File: config.mk
export PLATFORM = sky130hd
export DESIGN_NAME = dlx_branch_predictor
export DESIGN_NICKNAME = d
export VERILOG_FILES = /design/src/rtl/dlx_pkg.sv /design/src/rtl/dlx_branch_predictor.sv
export SDC_FILE = /design/constraint.sdc
export NUM_CORES = 2
export LEC_CHECK = 0
export CAP_MARGIN = 10
export CORE_MARGIN = 4
export CORE_UTILIZATION = 56
export DETAILED_ROUTE_END_ITERATION = 8
export PLACE_DENSITY = 0.76
export SYNTH_ARGS = -nofsm -noshare
export SYNTH_HDL_FRONTEND = slang
export SYNTH_SLANG_ARGS = --single-unit
File: constraint.sdc
create_clock -name clk -period 4.9 [get_ports clk]
set_input_delay 0.98 -clock clk [delete_from_list [all_inputs] [get_ports clk]]
set_output_delay 0.98 -clock clk [all_outputs]
set_load 0.05 [all_outputs]
File: src/rtl/dlx_pkg.sv
// Shared definitions for the DLX fetch-stage branch target buffer:
// direction-counter encodings, default entry layout and the counter step.
package dlx_pkg;

    localparam logic [1:0] CTR_SNT = 2'b00;
    localparam logic [1:0] CTR_WNT = 2'b01;
    localparam logic [1:0] CTR_WT  = 2'b10;
    localparam logic [1:0] CTR_ST  = 2'b11;

    localparam int unsigned BTB_XLEN    = 32;
    localparam int unsigned BTB_ENTRIES = 16;
    localparam int unsigned BTB_IDX_W   = $clog2(BTB_ENTRIES);
    localparam int unsigned BTB_TAG_W   = BTB_XLEN - BTB_IDX_W - 2;

    // Entry layout for the default configuration.
    typedef struct packed {
        logic                   valid;
        logic [BTB_TAG_W-1:0]   tag;
        logic [BTB_XLEN-1:0]    target;
        logic [1:0]             ctr;
        logic                   jmp;
    } btb_entry_t;

    function automatic logic [1:0] sat_update(input logic [1:0] ctr, input logic taken);
        logic [1:0] nxt;
        nxt = ctr;
        if (taken) begin
            if (ctr != CTR_ST) nxt = ctr + 2'd1;
        end else begin
            if (ctr != CTR_SNT) nxt = ctr - 2'd1;
        end
        return nxt;
    endfunction

endpackage

File: src/rtl/dlx_branch_predictor.sv
// Direct-mapped BTB with 2-bit direction counters: zero-latency lookup of the
// fetch PC, registered learning from resolved branches/jumps, mispredict stats.
module dlx_branch_predictor
    import dlx_pkg::*;
#(
    parameter int unsigned XLEN    = 32,
    parameter int unsigned ENTRIES = 16,
    parameter int unsigned CNT_W   = 16
) (
    input  logic             clk,
    input  logic             rst,
    input  logic [XLEN-1:0]  fetch_pc,
    output logic [XLEN-1:0]  pred_next_pc,
    output logic             pred_taken,
    output logic             pred_hit,
    input  logic             upd_valid,
    input  logic [XLEN-1:0]  upd_pc,
    input  logic             upd_is_jump,
    input  logic             upd_taken,
    input  logic [XLEN-1:0]  upd_target,
    input  logic             upd_mispredict,
    input  logic             inv,
    output logic [CNT_W-1:0] mispred_count
);

    localparam int unsigned IDX_W = $clog2(ENTRIES);
    localparam int unsigned TAG_W = XLEN - IDX_W - 2;

    typedef struct packed {
        logic               valid;
        logic [TAG_W-1:0]   tag;
        logic [XLEN-1:0]    target;
        logic [1:0]         ctr;
        logic               jmp;
    } entry_t;

    entry_t             r_table [ENTRIES];
    logic [CNT_W-1:0]   r_mispred_cnt;

    logic [IDX_W-1:0]   w_fidx;
    logic [TAG_W-1:0]   w_ftag;
    logic [IDX_W-1:0]   w_uidx;
    logic [TAG_W-1:0]   w_utag;
    entry_t             w_fent;
    entry_t             w_uent;
    logic               w_fhit;
    logic               w_ftaken;
    logic               w_uhit;
    logic               w_unused;

    assign w_fidx   = fetch_pc[IDX_W+1:2];
    assign w_ftag   = fetch_pc[XLEN-1:IDX_W+2];
    assign w_uidx   = upd_pc[IDX_W+1:2];
    assign w_utag   = upd_pc[XLEN-1:IDX_W+2];
    assign w_unused = &{1'b0, fetch_pc[1:0], upd_pc[1:0]};

    // Lookup reads the registered table, so a same-cycle update is not seen.
    always_comb begin
        w_fent   = r_table[w_fidx];
        w_uent   = r_table[w_uidx];
        w_fhit   = w_fent.valid && (w_fent.tag == w_ftag);
        w_ftaken = w_fhit && (w_fent.jmp || w_fent.ctr[1]);
        w_uhit   = w_uent.valid && (w_uent.tag == w_utag);
    end

    assign pred_hit      = w_fhit;
    assign pred_taken    = w_ftaken;
    assign pred_next_pc  = w_ftaken ? w_fent.target : fetch_pc + XLEN'(4);
    assign mispred_count = r_mispred_cnt;

    always_ff @(posedge clk) begin
        if (rst) begin
            for (int unsigned i = 0; i < ENTRIES; i++) begin
                r_table[i[IDX_W-1:0]].valid  <= 1'b0;
                r_table[i[IDX_W-1:0]].tag    <= '0;
                r_table[i[IDX_W-1:0]].target <= '0;
                r_table[i[IDX_W-1:0]].ctr    <= CTR_WNT;
                r_table[i[IDX_W-1:0]].jmp    <= 1'b0;
            end
            r_mispred_cnt <= '0;
        end else begin
            if (upd_valid && upd_mispredict && (r_mispred_cnt != '1))
                r_mispred_cnt <= r_mispred_cnt + 1'b1;

            if (inv) begin
                for (int unsigned i = 0; i < ENTRIES; i++)
                    r_table[i[IDX_W-1:0]].valid <= 1'b0;
            end else if (upd_valid) begin
                if (w_uhit) begin
                    r_table[w_uidx].ctr <= upd_is_jump ? CTR_ST : sat_update(w_uent.ctr, upd_taken);
                    r_table[w_uidx].jmp <= upd_is_jump;
                    if (upd_taken)
                        r_table[w_uidx].target <= upd_target;
                end else if (upd_taken) begin
                    // Allocation overwrites whatever entry aliases at this index.
                    r_table[w_uidx].valid  <= 1'b1;
                    r_table[w_uidx].tag    <= w_utag;
                    r_table[w_uidx].target <= upd_target;
                    r_table[w_uidx].ctr    <= upd_is_jump ? CTR_ST : CTR_WT;
                    r_table[w_uidx].jmp    <= upd_is_jump;
                end
            end
        end
    end

endmodule

## Word level (Yosys, flattened, before mapping)

Memory sizes are Yosys's and may differ from the RTL's.
Index checks and enable logic that the tools add are counted.
W data, S select, Z words.

- Register bits: 16
- Bits in writable memories: 992
- Bits of input ports: 103
- Output and inout bits: 50
- Word-level logic and storage cells: 90
- Memories kept: 1

- Add/sub/neg operators: 4
- Eq/ne operators: 4
- Muxes and demuxes: 53
- Bitwise operators: 19
- Reductions and logical operators: 8

Memory list:

| memory | depth | width | rd ports | clocked after memory_dff | write ports | RTL line | RTL |
|---|---|---|---|---|---|---|---|
| r_table | 16 | 62 | 2 | 0 | 16 | dlx_branch_predictor.sv:37 | `entry_t r_table [ENTRIES];` |

Operators by type and width:

| cell | count |
|---|---|
| $mux W32 | 2 |
| $mux W62 | 1 |
| $reduce_or A62 Y1 | 1 |
| $eq A26 B26 Y1 | 2 |
| $mux W1 | 39 |
| $add A32 B3 Y32 const B | 1 |
| $or A1 B1 Y1 | 19 |
| $mux W2 | 9 |
| $add A16 B1 Y16 const B | 1 |
| $ne A16 B16 Y1 const B | 1 |
| $logic_and A1 B1 Y1 | 5 |
| $mux W5 | 1 |
| $mux W4 | 1 |
| $add A2 B1 Y2 const B | 1 |
| $ne A2 B2 Y1 const B | 1 |
| $reduce_bool A2 Y1 | 1 |
| $sub A2 B1 Y2 const B | 1 |
| $logic_or A1 B1 Y1 | 1 |

## Depth between registers and ports, before layout

An unclocked memory read counts as a cell.

- Depth after elaboration: 11
- Mapped depth: 18
- Gate-level depth less buffers: 10

## Least setup slack after synthesis

No wires, ideal clock.

- Path kind: input-to-output
- Start: input port fetch_pc[2]
- End: output port pred_next_pc[2]
- Data arrival time: 4.703 ns
- Data required time: 3.920 ns
- Slack: -0.783 ns
- Stages on the path: 11
- Path buffers: 5
- Path through: buf_2 > buf_2 > buf_2 > mux4_2 > mux4_2 > xor2_1 > nor4_1 > and4b_1 > buf_2 > buf_4 > mux2i_1

- Longest elaborated chain between the ends: 5
- Elaborated cells between the ends (all ways): 7
- Those cells by class: add/sub: 1; eq/ne: 1; mux: 1; reduce/logical: 3; memory: 1

RTL lines:

| item | RTL line | RTL |
|---|---|---|
| from (decl) | dlx_branch_predictor.sv:12 | `input logic [XLEN-1:0] fetch_pc,` |
| $mem_v2 Z16 W62 (*) | -- |  |
| $eq A26 B26 Y1 | dlx_branch_predictor.sv:61 | `w_fhit = w_fent.valid && (w_fent.tag == w_ftag);` |
| $logic_and A1 B1 Y1 | dlx_branch_predictor.sv:61 |  |
| $logic_and A1 B1 Y1 (*) | dlx_branch_predictor.sv:62 | `w_ftaken = w_fhit && (w_fent.jmp \|\| w_fent.ctr[1]);` |
| via pred_taken | dlx_branch_predictor.sv:14 | `output logic pred_taken,` |
| $mux W32 (*) | dlx_branch_predictor.sv:68 | `assign pred_next_pc = w_ftaken ? w_fent.target : fetch_pc + XLEN'(4);` |
| to (decl) | dlx_branch_predictor.sv:13 | `output logic [XLEN-1:0] pred_next_pc,` |

The timed path passes the listed nets; every way through them passes the cells marked *.

==> impl_metrics.csv <==
group,metric,value,unit
setup_path,worstPathRequired,3.92,ns
timing,rsz0062_at_grt,"yes",
placed_design,gp_congestion,0.975,
setup_path,cp_cell_sequence,"mux4_2 > mux4_2 > xor2_2 > nor4_4 > buf_4 > nand4_1 > nor4_1 > buf_4 > and4b_4 > buf_8 > buf_12 > buf_6 > mux2i_4 > buf_12",
timing,setup_viol,34,
placed_design,dpl.hpwl,113000,um
power,worst_ir_drop_vdd,318,uV
timing,period_share,116,%
cells_and_area,regArea,29900,um^2
setup_path,path_depth,14,
drt,num_vias,35500,
global_routing,grt-ovfl-total,0,
setup_path,r2r_cells,10,
placed_design,place_area,57300,um^2
timing,timing.slew.headroom,27.4,%
setup_path,arrival,4.70,ns
setup_path,crit_family,"multiplexers",
power,swShare,25.2,%
setup_path,critPathMaxStageDelay,0.55,ns
floorplanning,core_area,91700,um^2
timing,fmax,176,MHz
power,seqPwrFrac,49.4,%
synthesis,synth.net_count,3558,
synthesis,ys.flop_type,"edfxtp_1",
synthesis,syn_area_per_cell,15.0,um^2
min_path,hold_depth,1,
min_path,holdPathEnd,"r_table[10][61]",
setup_path,critPathKind,"reg2out",
setup_path,startpoint_type,"flop",
drt,drc,0,
synthesis,yosysSeqAreaShare,58.0,%
cells_and_area,nNetsFinal,3842,
drt,drt-initial-drc-count,5669,
floorplanning,ioPinCount,153,
timing,maxSlewViolCount,0,
cells_and_area,fill_cells,6193,
clocking,hold_buffers,0,
drt,drt_first_pass_iters,5,
clocking,cts_sinks,1008,
cells_and_area,design_area,60900,um^2
floorplanning,die_w,312,um
synthesis,ys.warnings.count,0,
timing,tns,-23.58,ns
power,clkPwrFrac,38.0,%
synthesis,synth.most_common_cell,"edfxtp_1",
cells_and_area,drive_gt1_share,29.4,%
global_routing,grt_pass1_wl,251000,um
floorplanning,die-area,97200,um^2
drt,wl_per_cell,34.9,um
floorplanning,initial_core_util,56.4,%
floorplanning,core.rowCount,111,
synthesis,synth-seq-cells,1008,
global_routing,grt_max_degree,69,
synthesis,synth_edf_count,976,
floorplanning,die_h,312,um
setup_path,r2r_slack,0.82,ns
synthesis,netlist_instances,3453,
drt,via_per_inst,7.08,
synthesis,yosys.area.top_type_share,56.7,%
clocking,tritoncts,"yes",
synthesis,synth_top_area_cell,"edfxtp_1",
status,violations,"negative setup slack",
setup_path,worst-path-max-fanout,7,
min_path,hp-start,"r_table[10][61]",
synthesis,synth.distinct_cells,88,
timing,fin_crit,5.68,ns
global_routing,first_global_vias,35500,
clocking,htree_levels,3,
power,p_comb_share,12.6,%
timing,clock-skew-final,0.0276,ns
setup_path,crit_path_end_kind,"output port",
power,p_switching,5.14,mW
power,p_leak,21.0,nW
setup_path,path_buf_inv,6,
clocking,cts_buffer_depth,3,
cells_and_area,multiInputGateArea,20600,um^2
drt,ant_nets,0,
setup_path,cpMaxStageDelayCell,"mux4_2",
timing,worstMarginPinSlew,1.09,ns
synthesis,netlist_top_cells_area,"edfxtp_1 (57%), mux4_2 (16%), and2_1 (9.2%), nor4_1 (2.2%), clkbuf_1 (1.8%)",
clocking,worstSkewPairLatency,0.72,ns
global_routing,grt.total_usage,35.9,%
clocking,clkTransAtPathRegs,0.07,ns
clocking,cts_made_buffers,103,
status,status,"complete, but fails checks",
global_routing,antenna_found_initial,12,
power,p_total,20.4,mW
timing,holdWs,0.492,ns
timing,final-hold-violation-count,0,
timing,timing.final.ws_setup,-0.782,ns
clocking,cts-root-buf,"clkbuf_16",
power,power_density,334,nW/um^2
synthesis,yosys-top-cells-count,"edfxtp_1 (976), and2_1 (762), mux4_2 (367)",
synthesis,syn_area,51700,um^2
placed_design,portBuffers,150,
power,intPower,15.2,mW
setup_path,r2r-start,"r_table[5][51]",
setup_path,r2r_end,"r_table[14][36]",
job,drv_cap,0,
min_path,hp-class,"reg2reg",
cells_and_area,areaGrowthSynthToFinish,17.9,%
synthesis,async_reset_ff_share,0,%
drt,routed_wl,175000,um
## power groups by stage
| stage | Combinational (mW) | Sequential (mW) | Clock [mW] |
|---|---|---|---|
| CTS | 2.51 | 10.1 | 7.74 |
| finish | 2.57 | 10.1 | 7.73 |
| floorplan | 1.40 | 10.2 | 0 |
| global route | 2.64 | 10.1 | 8.12 |
| detailed placement | 2.48 | 10.2 | 0 |
| global placement | 2.45 | 10.2 | 0 |
## area by class of cell
cell class	instances	share of cell area [%]
Antenna cell	7	0.0288
Clock inverter	71	1.01
Clock buffer	119	4.33
Sequential cell	1008	49.2
Multi-Input combinational cell	2066	33.8
Timing Repair Buffer	538	9.15
Tap cell	1186	2.44
Inverter	20	0.123
## registers in the layout (all words and copies together), names as in the netlist
name / cells
mispred_count: 16
r_table: 992
## repair_timing
| action | in CTS | in global routing |
|---|---|---|
| pin swaps | 4 | 3 |
| gates cloned | 5 | 0 |
| resized for setup | 39 | 9 |
| setup buffers | 5 | 4 |
| setup endpoints to repair | 34 | 34 |
## metal layers
| layer | part of all wire, % | up-vias | wire length, um | global-route usage (%) |
|---|---|---|---|---|
| met5 | 0.018 | - | 31 | 0 |
| met4 | 5.1 | 4 | 8830 | 15.5 |
| met3 | 15 | 542 | 25500 | 11.5 |
| met2 | 45 | 2985 | 78100 | 53.5 |
| met1 | 36 | 18000 | 62400 | 49.0 |
| li1 | - | 14000 | - | - |
## cell usage in the layout (no fill, tap or decap), types with 17 or more instances in the layout
cell type,n
or2_2,20
buf_4,313
o31ai_1,18
o21ai_0,19
edfxtp_1,976
a22oi_1,20
xor2_1,37
xnor2_1,44
clkinv_1,34
mux2i_1,78
clkdlybuf4s50_1,108
o21ai_4,17
and2_1,762
mux2_2,27
mux2_4,31
dfxtp_1,32
clkinv_2,20
nor3_1,30
buf_6,22
nand4_1,17
nand3_1,22
nor4_1,180
a21oi_1,25
nand2_1,39
clkbuf_16,103
buf_12,83
nor2_1,63
mux4_2,367
## per-stage QoR
step / worst slack, ns / cells / utilization [%]
2_1_floorplan: -0.395 / 3453 / -
3_3_place_gp: -1.13 / 4808 / 62.5
3_5_place_dp: -1.12 / 4808 / 62.5
4_1_cts: -0.776 / 5006 / 66.4
5_1_grt: -0.817 / 5010 / 66.4
6_report: -0.782 / 5015 / 66.5
## worst max-delay path by stage
stage          slack (ns)       startpoint               end
2_1_floorplan       -0.39        upd_pc[4]    r_table[0][10]
3_3_place_gp        -1.13      fetch_pc[2]   pred_next_pc[2]
3_5_place_dp        -1.12      fetch_pc[2]   pred_next_pc[2]
4_1_cts             -0.78   r_table[3][49]  pred_next_pc[15]
5_1_grt             -0.82  r_table[14][46]   pred_next_pc[2]
6_report            -0.78  r_table[14][46]   pred_next_pc[2]
## cell families (layout without fill, tap and decap cells)
group / after synthesis / in the layout / share of synthesized area, %
AO/OA/AOI/OAI: 214 / 214 / 3.14
XOR/XNOR: 82 / 82 / 1.39
buffers and inverters: 379 / 748 / 3.36
adder cells (fa/ha/maj): 2 / 2 / 0.0484
AND/OR/NAND/NOR: 1258 / 1258 / 15.0
other: 0 / 7 / 0
flip-flops: 1008 / 1008 / 58.0
multiplexers: 510 / 510 / 19.1
No activity file was read; power rests on OpenSTA's default activity.
